[src/rtl/scan_seq_ctrl.sv]
// Scan chain sequencer: shift-only exchange or shift-in/capture/shift-out of up to MAXLEN cells.
// Latency N+1 cycles (shift-only) or 2N+2 (capture) from START; START is ignored while BUSY.
module scan_seq_ctrl #(
    parameter int MAXLEN = 32,
    parameter int LW     = 6
) (
    input  logic              CK,
    input  logic              RSTN,
    input  logic              START,
    input  logic              CAPEN,
    input  logic [LW-1:0]     LEN,
    input  logic [MAXLEN-1:0] TXD,
    input  logic              SO,
    output logic              SD,
    output logic              SI,
    output logic              BUSY,
    output logic              DONE,
    output logic              ERR,
    output logic [MAXLEN-1:0] RXD
);

    typedef enum logic [2:0] {IDLE, SHIFT_IN, CAPTURE, SHIFT_OUT, FIN} state_t;

    state_t            state;
    logic              capen_q;
    logic [LW-1:0]     n_q;
    logic [LW-1:0]     cnt;
    logic [MAXLEN-1:0] txd_q;
    logic [LW-1:0]     len_eff;
    logic              last;
    logic [MAXLEN-1:0] so_bit;

    assign len_eff = (LEN > LW'(MAXLEN)) ? LW'(MAXLEN) : LEN;
    assign last    = (cnt == n_q - LW'(1));
    // SO lands at the bit position of the current shift count
    assign so_bit  = {{(MAXLEN-1){1'b0}}, SO} << cnt;

    always_ff @(posedge CK) begin
        if (!RSTN) begin
            state   <= IDLE;
            capen_q <= 1'b0;
            n_q     <= '0;
            cnt     <= '0;
            txd_q   <= '0;
            SD      <= 1'b0;
            SI      <= 1'b0;
            BUSY    <= 1'b0;
            DONE    <= 1'b0;
            ERR     <= 1'b0;
            RXD     <= '0;
        end else begin
            DONE <= 1'b0;
            ERR  <= 1'b0;
            case (state)
                IDLE, FIN: begin
                    if (START) begin
                        capen_q <= CAPEN;
                        n_q     <= len_eff;
                        txd_q   <= TXD;
                        RXD     <= '0;
                        cnt     <= '0;
                        if (len_eff == '0) begin
                            state <= FIN;
                            DONE  <= 1'b1;
                            ERR   <= 1'b1;
                            SD    <= 1'b0;
                            SI    <= 1'b0;
                            BUSY  <= 1'b0;
                        end else begin
                            state <= SHIFT_IN;
                            SD    <= 1'b1;
                            SI    <= TXD[0];
                            BUSY  <= 1'b1;
                        end
                    end else begin
                        state <= IDLE;
                        SD    <= 1'b0;
                        SI    <= 1'b0;
                        BUSY  <= 1'b0;
                    end
                end
                SHIFT_IN: begin
                    RXD   <= RXD | so_bit;
                    txd_q <= txd_q >> 1;
                    if (last) begin
                        cnt <= '0;
                        SD  <= 1'b0;
                        SI  <= 1'b0;
                        if (capen_q) begin
                            state <= CAPTURE;
                        end else begin
                            state <= FIN;
                            DONE  <= 1'b1;
                            BUSY  <= 1'b0;
                        end
                    end else begin
                        cnt <= cnt + LW'(1);
                        SI  <= txd_q[1];
                    end
                end
                CAPTURE: begin
                    // chain loads D0 at this edge; the shift-in samples are discarded
                    cnt   <= '0;
                    RXD   <= '0;
                    state <= SHIFT_OUT;
                    SD    <= 1'b1;
                    SI    <= 1'b0;
                end
                SHIFT_OUT: begin
                    RXD <= RXD | so_bit;
                    if (last) begin
                        cnt   <= '0;
                        state <= FIN;
                        SD    <= 1'b0;
                        DONE  <= 1'b1;
                        BUSY  <= 1'b0;
                    end else begin
                        cnt <= cnt + LW'(1);
                    end
                end
                default: begin
                    state <= IDLE;
                    SD    <= 1'b0;
                    SI    <= 1'b0;
                    BUSY  <= 1'b0;
                end
            endcase
        end
    end

endmodule

[config.mk]
export PLATFORM = sky130hd
export DESIGN_NAME = scan_seq_ctrl
export DESIGN_NICKNAME = d
export VERILOG_FILES = /design/src/rtl/scan_seq_ctrl.sv
export SDC_FILE = /design/constraint.sdc
export NUM_CORES = 1
export LEC_CHECK = 0
export BUFFER_PORTS_ARGS = -buffer_cell sky130_fd_sc_hd__buf_2
export CORE_ASPECT_RATIO = 0.7
export CORE_MARGIN = 3
export CORE_UTILIZATION = 45
export CTS_CLUSTER_DIAMETER = 60
export DETAILED_ROUTE_END_ITERATION = 16
export HOLD_SLACK_MARGIN = 0.15
export PLACE_DENSITY = 0.69
export SLEW_MARGIN = 30
export SYNTH_ARGS = -nofsm -noshare
export SYNTH_HDL_FRONTEND = slang
export SYNTH_SLANG_ARGS = --single-unit
[constraint.sdc]
create_clock -name CK -period 3 [get_ports CK]
set_input_delay 0.15 -clock CK [delete_from_list [all_inputs] [get_ports CK]]
set_output_delay 0.15 -clock CK [all_outputs]
set_load 0.02 [all_outputs]
; ---- After elaboration in Yosys (flattened, before gate mapping)
; Cells that the tools add are included.
; Widths: inputs -> output; s select.
[totals]
out_inout_bits = 37
in_bits = 43
wordCells = 70
ff_bits = 85
[op_classes]
order_cmp = 1
eq_ne = 10
reduce_logical = 12
shifts = 1
addsub = 2
bitwise_logic = 2
muxes = 31
[op_table]
columns = op, n
row1 = $pmux 32 s3, 1
row2 = $mux 32, 2
row3 = $pmux 32 s2, 1
row4 = $or 32x32->32, 1
row5 = $shl 1x6->32, 1
row6 = $mux 6, 3
row7 = $pmux 6 s3, 1
row8 = $mux 3, 5
row9 = $mux 1, 13
row10 = $pmux 3 s4, 1
row11 = $reduce_and 2->1, 5
row12 = $pmux 1 s3, 3
row13 = $ne 2x2->1 const B, 4
row14 = $add 6x1->6 const B, 1
row15 = $eq 3x2->1 const B, 2
row16 = $eq 6x6->1, 1
row17 = $gt 6x6->1 const B, 1
row18 = $logic_not 6->1, 1
row19 = $sub 6x1->6 const B, 1
row20 = $pmux 1 s4, 1
row21 = $reduce_and 4->1, 1
row22 = $reduce_or 2->1, 2
row23 = $eq 3x1->1 const B, 1
row24 = $eq 3x3->1 const B, 1
row25 = 5 further kinds, 5

; ---- Logic depth before layout (Yosys ltp)
; Gate-level depths: netlist (run 1).
[logic_depth]
word_depth = 6
ltp_mapped = 8

; ---- Worst setup path before layout (run 1)
; OpenSTA, ideal clock, no wires.
[synth_path]
path_kind = flip-flop to flip-flop
from = register n_q[0]
to = register state[1]
t_arrival_ps = 1846
required_time_ps = 2921
path_slack_ps = 1074
period_less_slack_ps = 1926
stages_incl_launch_ff = 8
path_buffers = 0
cell_sequence = dfxtp_1 inv_1 ha_1 or3b_1 a211oi_2 nand4_1 or4_1 a211oi_2
[synth_between]
elab_chain_cells = 4
[synth_rtl]
columns = element, line
row1 = "start, declared", 26  ; logic [LW-1:0] n_q;
row2 = "start signal, assigned", 58  ; n_q <= len_eff;
row3 = $sub 6x1->6 (*), 34  ; assign last = (cnt == n_q - LW'(1));
row4 = $eq 6x6->1 (*), 34
row5 = $ne 2x2->1 (no line), n/a
row6 = $reduce_and 2->1 (no line) (*), n/a
row7 = "end signal, assigned", 40  ; state <= IDLE;
row8 = "end signal, assigned", 63  ; state <= FIN;
row9 = "end signal, assigned", 70  ; state <= SHIFT_IN;
row10 = "end, declared", 24  ; state_t state;
; Mark *: on every way between the ends. The rest lies on a longest branch, timed or not.
; A chain may end at the register's enable or synchronous reset.

; ---- Final worst setup path (run 1)
; Ends and elaborated chain as after synthesis.

==> key figures, run 1 <==
Outcome
  • Outcome: finished clean

Timing
  • Relative slew slack: approximately three fifths
  • Part of the cycle the worst path needs: between 70% and 80%
  • Worst Hold Slack: ~280 ps
  • Fmax: between 400 and 500 MHz
  • # setup viols final: 0
  • Skew final: ~11 ps
  • Pins Over Slew Limit: 0
  • Setup TNS: 0 ps
  • Fin crit period: approximately 2200 ps
  • Final hold viol count: 0
  • Slew at the pin closest to its max-slew limit: approximately 580 ps
  • RSZ-0062 raised after global routing: false

Clock tree
  • Clock slew at reported path FFs: roughly 90 ps
  • Clock latency at the later pin of the worst-skew pair: approximately 360 ps
  • Max Root-Sink Buffers: 2
  • # clock sinks: 84
  • Total CTS buffers: 9
  • CTS tree: yes
  • Post-CTS setup buffers: 0
  • # H-tree levels: 3
  • Cts repair resizes: 0
  • CTS root buf: clkbuf_8

Floorplan
  • Die area: roughly 8600 µm²
  • # IOs: 80
  • FP Rows: 25
  • Core Region: ~7000 µm²
  • Die height: between 70 and 80 µm
  • Die Span X: 109.4 µm
  • Starting Density: between 40% and 50%

Pwr
  • Power share of the clock group: about a third
  • Final Power: approximately 2.5 mW
  • Reg power frac: around half
  • Power Internal: between 1.5 and 2 mW
  • Switching Fraction: a little over a quarter
  • Power Density: around 560 nW/µm²
  • Worst vdd ir: 0.3793 mV
  • Comb pwr share: between 10% and 20%
  • Pleak: ~1.9 nW
  • NetSw: about 670 µW

Placement
  • Final GP Congestion: around 0.86
  • PortBufs: about 80
  • Placed cell area: between 3000 and 4000 µm²
  • Placed wire-length estimate: roughly 5700 µm

Synthesis
  • Register area share after synthesis: between 40% and 50%
  • Post-synth top flop: dfxtp_1
  • Commonest cells in the netlist: dfxtp_1 (84), nor2_1 (71), a21oi_1 (45), nor3_1 (36), o22ai_1 (30)
  • EDFF count, synth: 0
  • Post-synth top area share: between 40 and 50%
  • Mapped cell area: 3364 µm²
  • Library cells used by synthesis: 47
  • Top post-synthesis cells by area: dfxtp_1 (50%), nor2_1 (7.9%), a21oi_1 (6.7%)
  • Post-synth top area cell: dfxtp_1
  • Asr flop ratio synth: 0%
  • Post-Syn Nets: 445
  • FF+latch count, synth: 84
  • Mean post-synth cell area: 8.411 µm²
  • Synth warn: 0
  • Most frequent cell after synthesis: dfxtp_1
  • Syn Inst Count: 400

Routing
  • Routed len/inst: approximately 15 µm
  • Total number of vias: around 3200
  • WL final: 8923 µm
  • Final ANT Viol Nets: 0
  • DR pass1 iterations: 4
  • Via-to-Cell Ratio: approximately 5.3
  • # DRC: 0
  • Starting DRT DRC Count: ~140

Critical path
  • Startpoint Class: flop
  • Crit path capture type: flop
  • Arr. time, crit path: between 2000 and 3000 ps
  • Critical-path cell list: inv_1, ha_1, or3b_1, a211oi_2, nand4_1, buf_4, or4_1, a211oi_2
  • Worst Path Max Fanout: 11
  • Critical-path top delay cell: or4_1
  • Reg2reg setup slack: around 780 ps
  • Cell mode on critical path: a211oi_2
  • CP Class: flop to flop
  • Critical Path Max Stage Delay: ~490 ps
  • Critical path required time: 3290 ps

Layout
  • Finished Cell Area: approximately 4400 µm²
  • Share of cells above drive strength 1: between 20 and 25%
  • Area Overhead vs Synth: 32.17%
  • Final net count: 556
  • Diodes inserted: 0

GRT
  • Pin count of the biggest net entering global routing: 40
  • Met3 Usage GRT: about 7.0%
  • Met2 Use GR: about a third
  • Total grt overflow: 0
  • Antenna violations before repair: 0
  • All-Layer GR Usage: 22.20%
  • GR peak layer: met2
  • Global-route met1 utilization: between 30% and 40%
  • Global-route wire length before repair: about 15000 µm
  • Vias in the first global route: 3104

Job
  • Max-cap viol count: 0

Hold path
  • Hold Path Class: input pin to flop
-- cells in the final DEF, fill, tap and decap left out, types with 4 or more instances in the layout --
master          n
dfxtp_1        84
buf_2          79
nor2_1         71
a21oi_1        45
dlygate4sd3_1  40
nor3_1         36
o22ai_1        30
nand2_1        23
clkbuf_8        9
buf_4           9
inv_1           8
nor2b_1         6
o21ai_0         5
xnor2_1         5
nand3b_1        5
nand2b_1        4
-- power by group through the flow --
stage                     Sequential (mW)  Combinational [mW]  Clock [mW]
after floorplan                      1.25               0.246           0
after global placement               1.25               0.331           0
after detailed placement             1.25               0.339           0
after CTS                            1.23               0.381       0.904
after global routing                 1.24               0.428       0.957
final                                1.23               0.385       0.882
-- metrics by stage --
stage / worst slack (ps) / util [%] / cells
2_1_floorplan: 1074 / - / 400
3_3_place_gp: 861.9 / 54.68 / 554
3_5_place_dp: 789.3 / 54.68 / 554
4_1_cts: 769.6 / 63.46 / 610
5_1_grt: 578.0 / 63.46 / 610
6_report: 776.6 / 63.46 / 610
-- area by class of cell --
cell class / count / area [µm²]
flip-flops and latches: 84 / 1682
repair buffers: 128 / 863.3
multi-input cells: 280 / 1539
clock inverters: 6 / 87.58
fillers: 630 / 2560
inverters: 8 / 30.03
well taps: 94 / 117.6
clock buffers: 10 / 127.6
-- repair_timing --
item,4_1_cts,5_1_grt
setup endpoints to repair,0,0
hold endpoints to repair,43,0
hold buffers,40,0
-- registers in the layout (all words and copies together) (netlist names) --
register / cells
cnt: 6
n_q: 6
SI: 1
SD: 1
ERR: 1
RXD: 32
DONE: 1
txd_q: 31
capen_q: 1
state: 3
BUSY: 1
-- layer usage --
layer	share of wire, %	vias up
met1	48	1498
li1	-	1631
met5	0	-
met4	1.6	0
met3	6.7	14
met2	44	90
-- cell families after synthesis --
| logic type | synth area share [%] |
|---|---|
| buf+inv | 4.388 |
| mux | 0.5950 |
| simple gates | 22.69 |
| flops | 49.98 |
| fa+ha+maj | 0.7437 |
| xor+xnor | 1.822 |
| compound gates | 19.78 |
-- final timing paths --
path         startpoint        to  cells after the start
min                  SO   RXD[15]                      5
max              n_q[0]  state[1]                      8
max reg2reg      n_q[0]  state[1]                      8
min reg2reg     RXD[12]   RXD[12]                      2
-- worst max-delay path, delay by kind of cell (launching register included) --
kind / cells / cell delay, ps
AO/OA/AOI/OAI: 2 / 410
adder cells (fa/ha/maj): 1 / 170
buffers and inverters: 2 / 250
flip-flops: 1 / 350
AND/OR/NAND/NOR: 3 / 980
No activity file was read; power rests on OpenSTA's default activity.
==> run 2: changes to the inputs <==
- ABC_AREA: not set -> 1
- clock period: 3 -> 2.1 ns (I/O delays scaled with it)
==> run 2 against run 1 <==
Worst setup slack lost 500 ps. Via count grew 2.0%. Worst hold slack lost 46 ps. Clock power grew 41%. Sequential power grew 55%.
==> key figures, run 2 <==
Outcome
  • Outcome: finished clean

Critical path
  • Worst Path Max Fanout: 16 (+5)
  • Startpoint Class: flop
  • CP Class: flop to flop
  • Arr. time, crit path: 2100 ps (-410 ps)
  • Worst Reg-to-Reg Cells: 6 (-2)
  • Critical path required time: 2380 ps (-910 ps)
  • Critical-path cell list: nor2_4, nand2_4, nor2_1, inv_1, o32ai_1, dlygate4sd3_1
  • Reg2reg setup slack: 280 ps (-500 ps)
  • Critical Path Max Stage Delay: 590 ps (+100 ps)
  • Crit path capture type: flop
  • Critical-path top delay cell: dlygate4sd3_1

Pwr
  • Worst vdd ir: 0.4090 mV (+7.8%)
  • Power Density: 896.7 nW/µm² (+60%)
  • Pleak: 2.024 nW (+7.8%)

Synthesis
  • Xor-xnor portion of the synthesized cell area: 2.042% (+0.22 points)
  • Syn Inst Count: 429 (+7.2%)
  • Commonest cells in the netlist: nor2_1 (120), dfxtp_1 (84), a21oi_1 (39), nand2_1 (39), o221ai_1 (30)
  • Post-synth top flop: dfxtp_1
  • Main combinational cell family by area after synthesis: simple AND/OR/NAND/NOR gates
  • FF+latch count, synth: 84 (unchanged)
  • Asr flop ratio synth: 0% (unchanged)
  • Post-synth top area share: 49.00% (-0.98 points)
  • Synth warn: 0 (unchanged)
  • Complex-gate fraction of the synthesized area: 14.95% (-4.8 points)
  • EDFF count, synth: 0 (unchanged)
  • Library cells used by synthesis: 29 (-38%)
  • Mean post-synth cell area: 8.000 µm² (-4.9%)
  • Register area share after synthesis: 49.00% (-0.98 points)
  • Post-Syn Nets: 474 (+6.5%)
  • Post-Synth Adder-Cell Area: 0.7291% (-0.015 points)
  • Top post-synthesis cells by area: dfxtp_1 (49%), nor2_1 (13%), o221ai_1 (7.7%)
  • Post-synth top area cell: dfxtp_1
  • Mapped cell area: 3432 µm² (+2.0%)
  • Post-Synth Simple-Gate Area: 26.80% (+4.1 points)
  • Mux share of post-synthesis cell area: 0% (-0.60 points)
  • Most frequent cell after synthesis: nor2_1

Clock tree
  • Clock slew at reported path FFs: 80 ps (about the same)
  • Clock latency at the later pin of the worst-skew pair: 340 ps (-20 ps)
  • # H-tree levels: 3 (unchanged)
  • Max Root-Sink Buffers: 2 (unchanged)
  • CTS root buf: clkbuf_8
  • Post-CTS setup buffers: 0 (unchanged)
  • Total CTS buffers: 9 (unchanged)
  • # clock sinks: 84 (unchanged)
  • CTS tree: yes

Layout
  • Diodes inserted: 0 (unchanged)
  • Most frequent cells in the layout: nor2_1 (120), dfxtp_1 (84), buf_2 (79)
  • Share of cells above drive strength 1: 22.56% (+0.86 points)
  • Largest register FFs: 32 (unchanged)
  • Most flops, register: RXD
  • Commonest non-fill, non-tap cell in the layout: nor2_1
  • Top flop regs: RXD x32, txd_q x31
  • Area Overhead vs Synth: 32.96%
  • Final net count: 595 (+7.0%)

GRT
  • Pin count of the biggest net entering global routing: 41 (+2.5%)
  • All-Layer GR Usage: 21.15% (-1.1 points)
  • Total grt overflow: 0 (unchanged)
  • Vias in the first global route: 3175 (+2.3%)
  • Global-route wire length before repair: 14770 µm (-1.2%)
  • Antenna violations before repair: 0 (unchanged)

Timing
  • Worst Hold Slack: 229.6 ps (-45.55 ps)
  • Skew final: 8.727 ps (-2.289 ps)
  • Final hold viol count: 0 (unchanged)
  • Fmax: 548.1 MHz (+22%)
  • Pins Over Slew Limit: 0 (unchanged)
  • Slew at the pin closest to its max-slew limit: 415.6 ps (-162.4 ps)
  • # setup viols final: 0 (unchanged)
  • Worst Slack Setup Final: 275.6 ps (-501.0 ps)
  • Part of the cycle the worst path needs: 86.87% (+13 points)
  • Fin crit period: 1824 ps (-399.0 ps)
  • RSZ-0062 raised after global routing: false
  • Setup TNS: 0 ps (unchanged)
  • Relative slew slack: 72.23% (+11 points)

Routing
  • Final ANT Viol Nets: 0 (unchanged)
  • # DRC: 0 (unchanged)
  • Met2 wire length: 3996 µm (+2.1%)
  • M1 WL: 4272 µm (+0.19%)
  • DR top layer: met4
  • WL final: 8727 µm (-2.2%)
  • Via-to-Cell Ratio: 5.091 (-3.9%)
  • Met3 wire length: 405 µm (-32%)
  • Routed len/inst: 13.47 µm (-7.9%)
  • Total number of vias: 3299 (+2.0%)
  • Starting DRT DRC Count: 212 (+50%)
  • DR pass1 iterations: 5 (+1)

Placement
  • Final GP Congestion: 0.8442 (-1.8%)
  • Placed wire-length estimate: 5787 µm (+1.6%)
  • PortBufs: 79 (unchanged)
  • Pre-CTS WS: 421.6 ps (-367.7 ps)

Floorplan
  • Die height: 79.07 µm (+0.92%)
  • FP Rows: 25 (unchanged)
  • Starting Density: 48.55% (+0.53 points)
  • Die Span X: 110.4 µm (+0.94%)
  • Core Region: 7069 µm² (+0.89%)
  • Die area: 8727 µm² (+1.9%)
  • # IOs: 80 (unchanged)

Job
  • Max-cap viol count: 0 (unchanged)

Hold path
  • Hold path depth: 4 (-1)
  • Hold Path Class: input pin to flop
run 2: changes by cell type after synthesis, sizes merged, moves of 19 or more:
cell / before / now
nand3: 2 / 21
o221ai: 1 / 30
o22ai: 30 / 0
inv: 8 / 27
nand2: 23 / 45
nor3: 36 / 13
nor2: 71 / 125
run 2: area by class of cell:
class,count,area (µm²)
clock inverter,6,90.09
clock buffer,9,123.9
inverter,27,103.9
multi-input combinational,296,1528
fill,625,2506
sequential,84,1682
tap,94,117.6
timing repair buffer,132,918.4
run 2: power by group:
part           switching [mW]  internal (mW)  leakage (nW)  total (mW)
combinational           0.575          0.368          1.23       0.943
sequential              0.124           1.79         0.686        1.91
clock                   0.573          0.666         0.105        1.24
run 2: timing repair:
action / in CTS / in global routing
resized for setup: 0 / 0
hold buffers: 45 / 0
endpoints found under the hold margin: 45 / 0
run 2: through the flow:
stage	util [%]	instance area [µm²]	cells	total power, mW
after floorplan	-	3432	429	2.580
after CTS	64.55	4563	648	4.109
final	64.55	4563	648	4.092
after global placement	55.15	3899	588	2.785
after global routing	64.55	4563	648	4.323
after detailed placement	55.15	3899	588	2.809
run 2: worst paths after layout:
kind / from / endpoint
worst max register to register: state[0] / n_q[3]
worst max-delay path: state[0] / n_q[3]
worst min register to register: SD / SD
worst min-delay path: START / cnt[1]
run 2: logic make-up after synthesis:
group           count (synthesis)
xor+xnor                        8
buf+inv                        49
compound gates                 77
fa+ha+maj                       2
simple gates                  209
flops                          84
run 2: metal layers:
layer	vias to the layer above	GRT usage, %
li1	1676	-
met2	93	33.72
met4	0	4.428
met5	-	0
met1	1524	29.55
met3	6	4.549
run 2: worst max-delay path, delay by kind of cell (launching register included):
family                 cells  cell delay (ps)
buffers and inverters      2              660
and+or+nand+nor            3              530
DFF                        1              360
AOI/OAI and AO/OA          1              210
==> run 3: changes to the inputs <==
- SLEW_MARGIN: 30 -> 20
- clock period: 2.1 -> 2.25 ns (I/O delays scaled with it)
==> run 3 against run 2 <==
Cell area shrank 0.55%. Clock skew is 4.0 ps higher. Die area unchanged. Combinational power fell by 8.3%. Utilization decreased by 0.35 points. Sequential power is 6% lower. Via count grew 2.6%. Register-to-register slack worse by 60 ps. Worst setup slack got worse by 58 ps. Sequential share of layout area rose by 0.20 points. Sequential cell count unchanged. First-iteration DRC count shrank 27%.
==> key figures, run 3 (synthesis results as in run 2) <==
Outcome
  • Outcome: finished clean

Routing
  • # DRC: 0 (unchanged)
  • Starting DRT DRC Count: 155 (-27%)
  • Final ANT Viol Nets: 0 (unchanged)
  • Via-to-Cell Ratio: 5.222 (+2.6%)
  • DR top layer: met4
  • Met3 wire length: 557 µm (+38%)
  • Total number of vias: 3384 (+2.6%)
  • WL final: 8864 µm (+1.6%)
  • DR pass1 iterations: 5 (unchanged)
  • Met2 wire length: 3954 µm (-1.1%)
  • M1 WL: 4178 µm (-2.2%)
  • Routed len/inst: 13.68 µm (+1.6%)

Layout
  • Final net count: 594 (-0.17%)
  • Diodes inserted: 0 (unchanged)
  • Finished Cell Area: 4538 µm² (-0.55%)
  • Most frequent cells in the layout: nor2_1 (120), dfxtp_1 (84), buf_2 (79)
  • Largest register FFs: 32 (unchanged)
  • Area Overhead vs Synth: 32.23%
  • Most flops, register: RXD
  • Top flop regs: RXD x32, txd_q x31
  • Share of cells above drive strength 1: 22.38% (-0.18 points)
  • Commonest non-fill, non-tap cell in the layout: nor2_1

Pwr
  • Final Power: 3.765 mW (-8.0%)
  • Pleak: 2.010 nW (-0.69%)
  • Power Density: 829.7 nW/µm² (-7.5%)
  • Worst vdd ir: 0.4696 mV (+15%)

Clock tree
  • CTS root buf: clkbuf_8
  • Clock slew at reported path FFs: 80 ps (about the same)
  • # clock sinks: 84 (unchanged)
  • Total CTS buffers: 9 (unchanged)
  • CTS tree: yes
  • # H-tree levels: 3 (unchanged)
  • Clock latency at the later pin of the worst-skew pair: 360 ps (+20 ps)
  • Max Root-Sink Buffers: 2 (unchanged)

Floorplan
  • Die area: 8727 µm² (unchanged)
  • Core Region: 7069 µm² (unchanged)
  • Die height: 79.07 µm (unchanged)
  • Starting Density: 48.55% (unchanged)
  • FP Rows: 25 (unchanged)
  • Die Span X: 110.4 µm (unchanged)
  • # IOs: 80 (unchanged)

Timing
  • RSZ-0062 raised after global routing: false
  • Pins Over Slew Limit: 0 (unchanged)
  • Fin crit period: 2032 ps (+207.9 ps)
  • Final hold viol count: 0 (unchanged)
  • Part of the cycle the worst path needs: 90.32% (+3.4 points)
  • Worst Hold Slack: 194.0 ps (-35.58 ps)
  • Slew at the pin closest to its max-slew limit: 709.5 ps (+293.9 ps)
  • Skew final: 12.73 ps (+4.003 ps)
  • Relative slew slack: 52.55% (-20 points)
  • Setup TNS: 0 ps (unchanged)
  • Fmax: 492.1 MHz (-10%)
  • # setup viols final: 0 (unchanged)

Placement
  • Placed wire-length estimate: 5917 µm (+2.2%)
  • Final GP Congestion: 0.8864 (+5.0%)
  • PortBufs: 79 (unchanged)
  • Placed cell area: 3871 µm² (-0.71%)

Job
  • Max-cap viol count: 0 (unchanged)

Critical path
  • Critical path required time: 2500 ps (+120 ps)
  • Cell family with most CP delay: buffers and inverters
  • Startpoint Class: flop
  • Critical Path Max Stage Delay: 550 ps (-40 ps)
  • Critical-path top delay cell: dlygate4sd3_1
  • Worst Path Max Fanout: 21 (+5)
  • Crit path capture type: flop
  • Arr. time, crit path: 2280 ps (+180 ps)
  • CP Class: flop to flop
  • Worst Path Buf+Inv: 3 (+1)
  • Critical-path cell list: inv_2, nor2_4, nand2_1, buf_4, nand3_1, a21oi_1, dlygate4sd3_1

GRT
  • Total grt overflow: 0 (unchanged)
  • Pin count of the biggest net entering global routing: 41 (unchanged)
  • Global-route wire length before repair: 14750 µm (-0.14%)
  • All-Layer GR Usage: 21.50% (+0.35 points)
  • Vias in the first global route: 3187 (+0.38%)
  • Antenna violations before repair: 0 (unchanged)

Hold path
  • Hold Path Class: input pin to flop
run 3: final cells by class:
type / instances / area (µm²)
clock buffer: 10 / 137.6
clock inverter: 6 / 68.82
fill: 635 / 2531
inverter: 27 / 103.9
multi-input combinational: 296 / 1528
sequential: 84 / 1682
tap: 94 / 117.6
timing repair buffer: 131 / 900.9
run 3: power breakdown:
group	switching [mW]	leakage, nW	internal [mW]
Sequential	0.119	0.686	1.67
Clock	0.559	0.104	0.553
Combinational	0.533	1.22	0.333
run 3: worst paths after layout:
check            from         to  slack [ps]  cells past startpoint
max          state[0]  txd_q[31]         220                      7
min             START   txd_q[3]         190                      4
max reg2reg  state[0]  txd_q[31]         220                      7
min reg2reg   RXD[13]    RXD[13]         470                      2
run 3: timing repair:
| action | 4_1_cts | 5_1_grt |
|---|---|---|
| hold buffers | 46 | 0 |
| hold endpoints to repair | 45 | 0 |
| setup buffers | 0 | 0 |
| resized for setup | 0 | 0 |
run 3: layer usage:
layer | up-vias | global-route usage (%)
met3 | 18 | 6.011
met2 | 117 | 33.23
met1 | 1563 | 28.93
li1 | 1686 | -
met5 | - | 0
met4 | 0 | 7.257
run 3: worst reg2reg max path, stage by stage (launching register included):
cell and delay (ps):
dfxtp_1 410, inv_2 70, nor2_4 140, nand2_1 290, buf_4 320, nand3_1 90
a21oi_1 60, dlygate4sd3_1 550
run 3: per-stage QoR:
| stage | setup slack [ps] | util, % | std cells |
|---|---|---|---|
| finish | 217.7 | 64.19 | 648 |
| global route | 30.85 | 64.19 | 648 |
| CTS | 211.2 | 64.19 | 648 |
| detailed placement | 564.1 | 54.76 | 586 |
| global placement | 656.5 | 54.76 | 586 |
| floorplan | 720.0 | - | 429 |
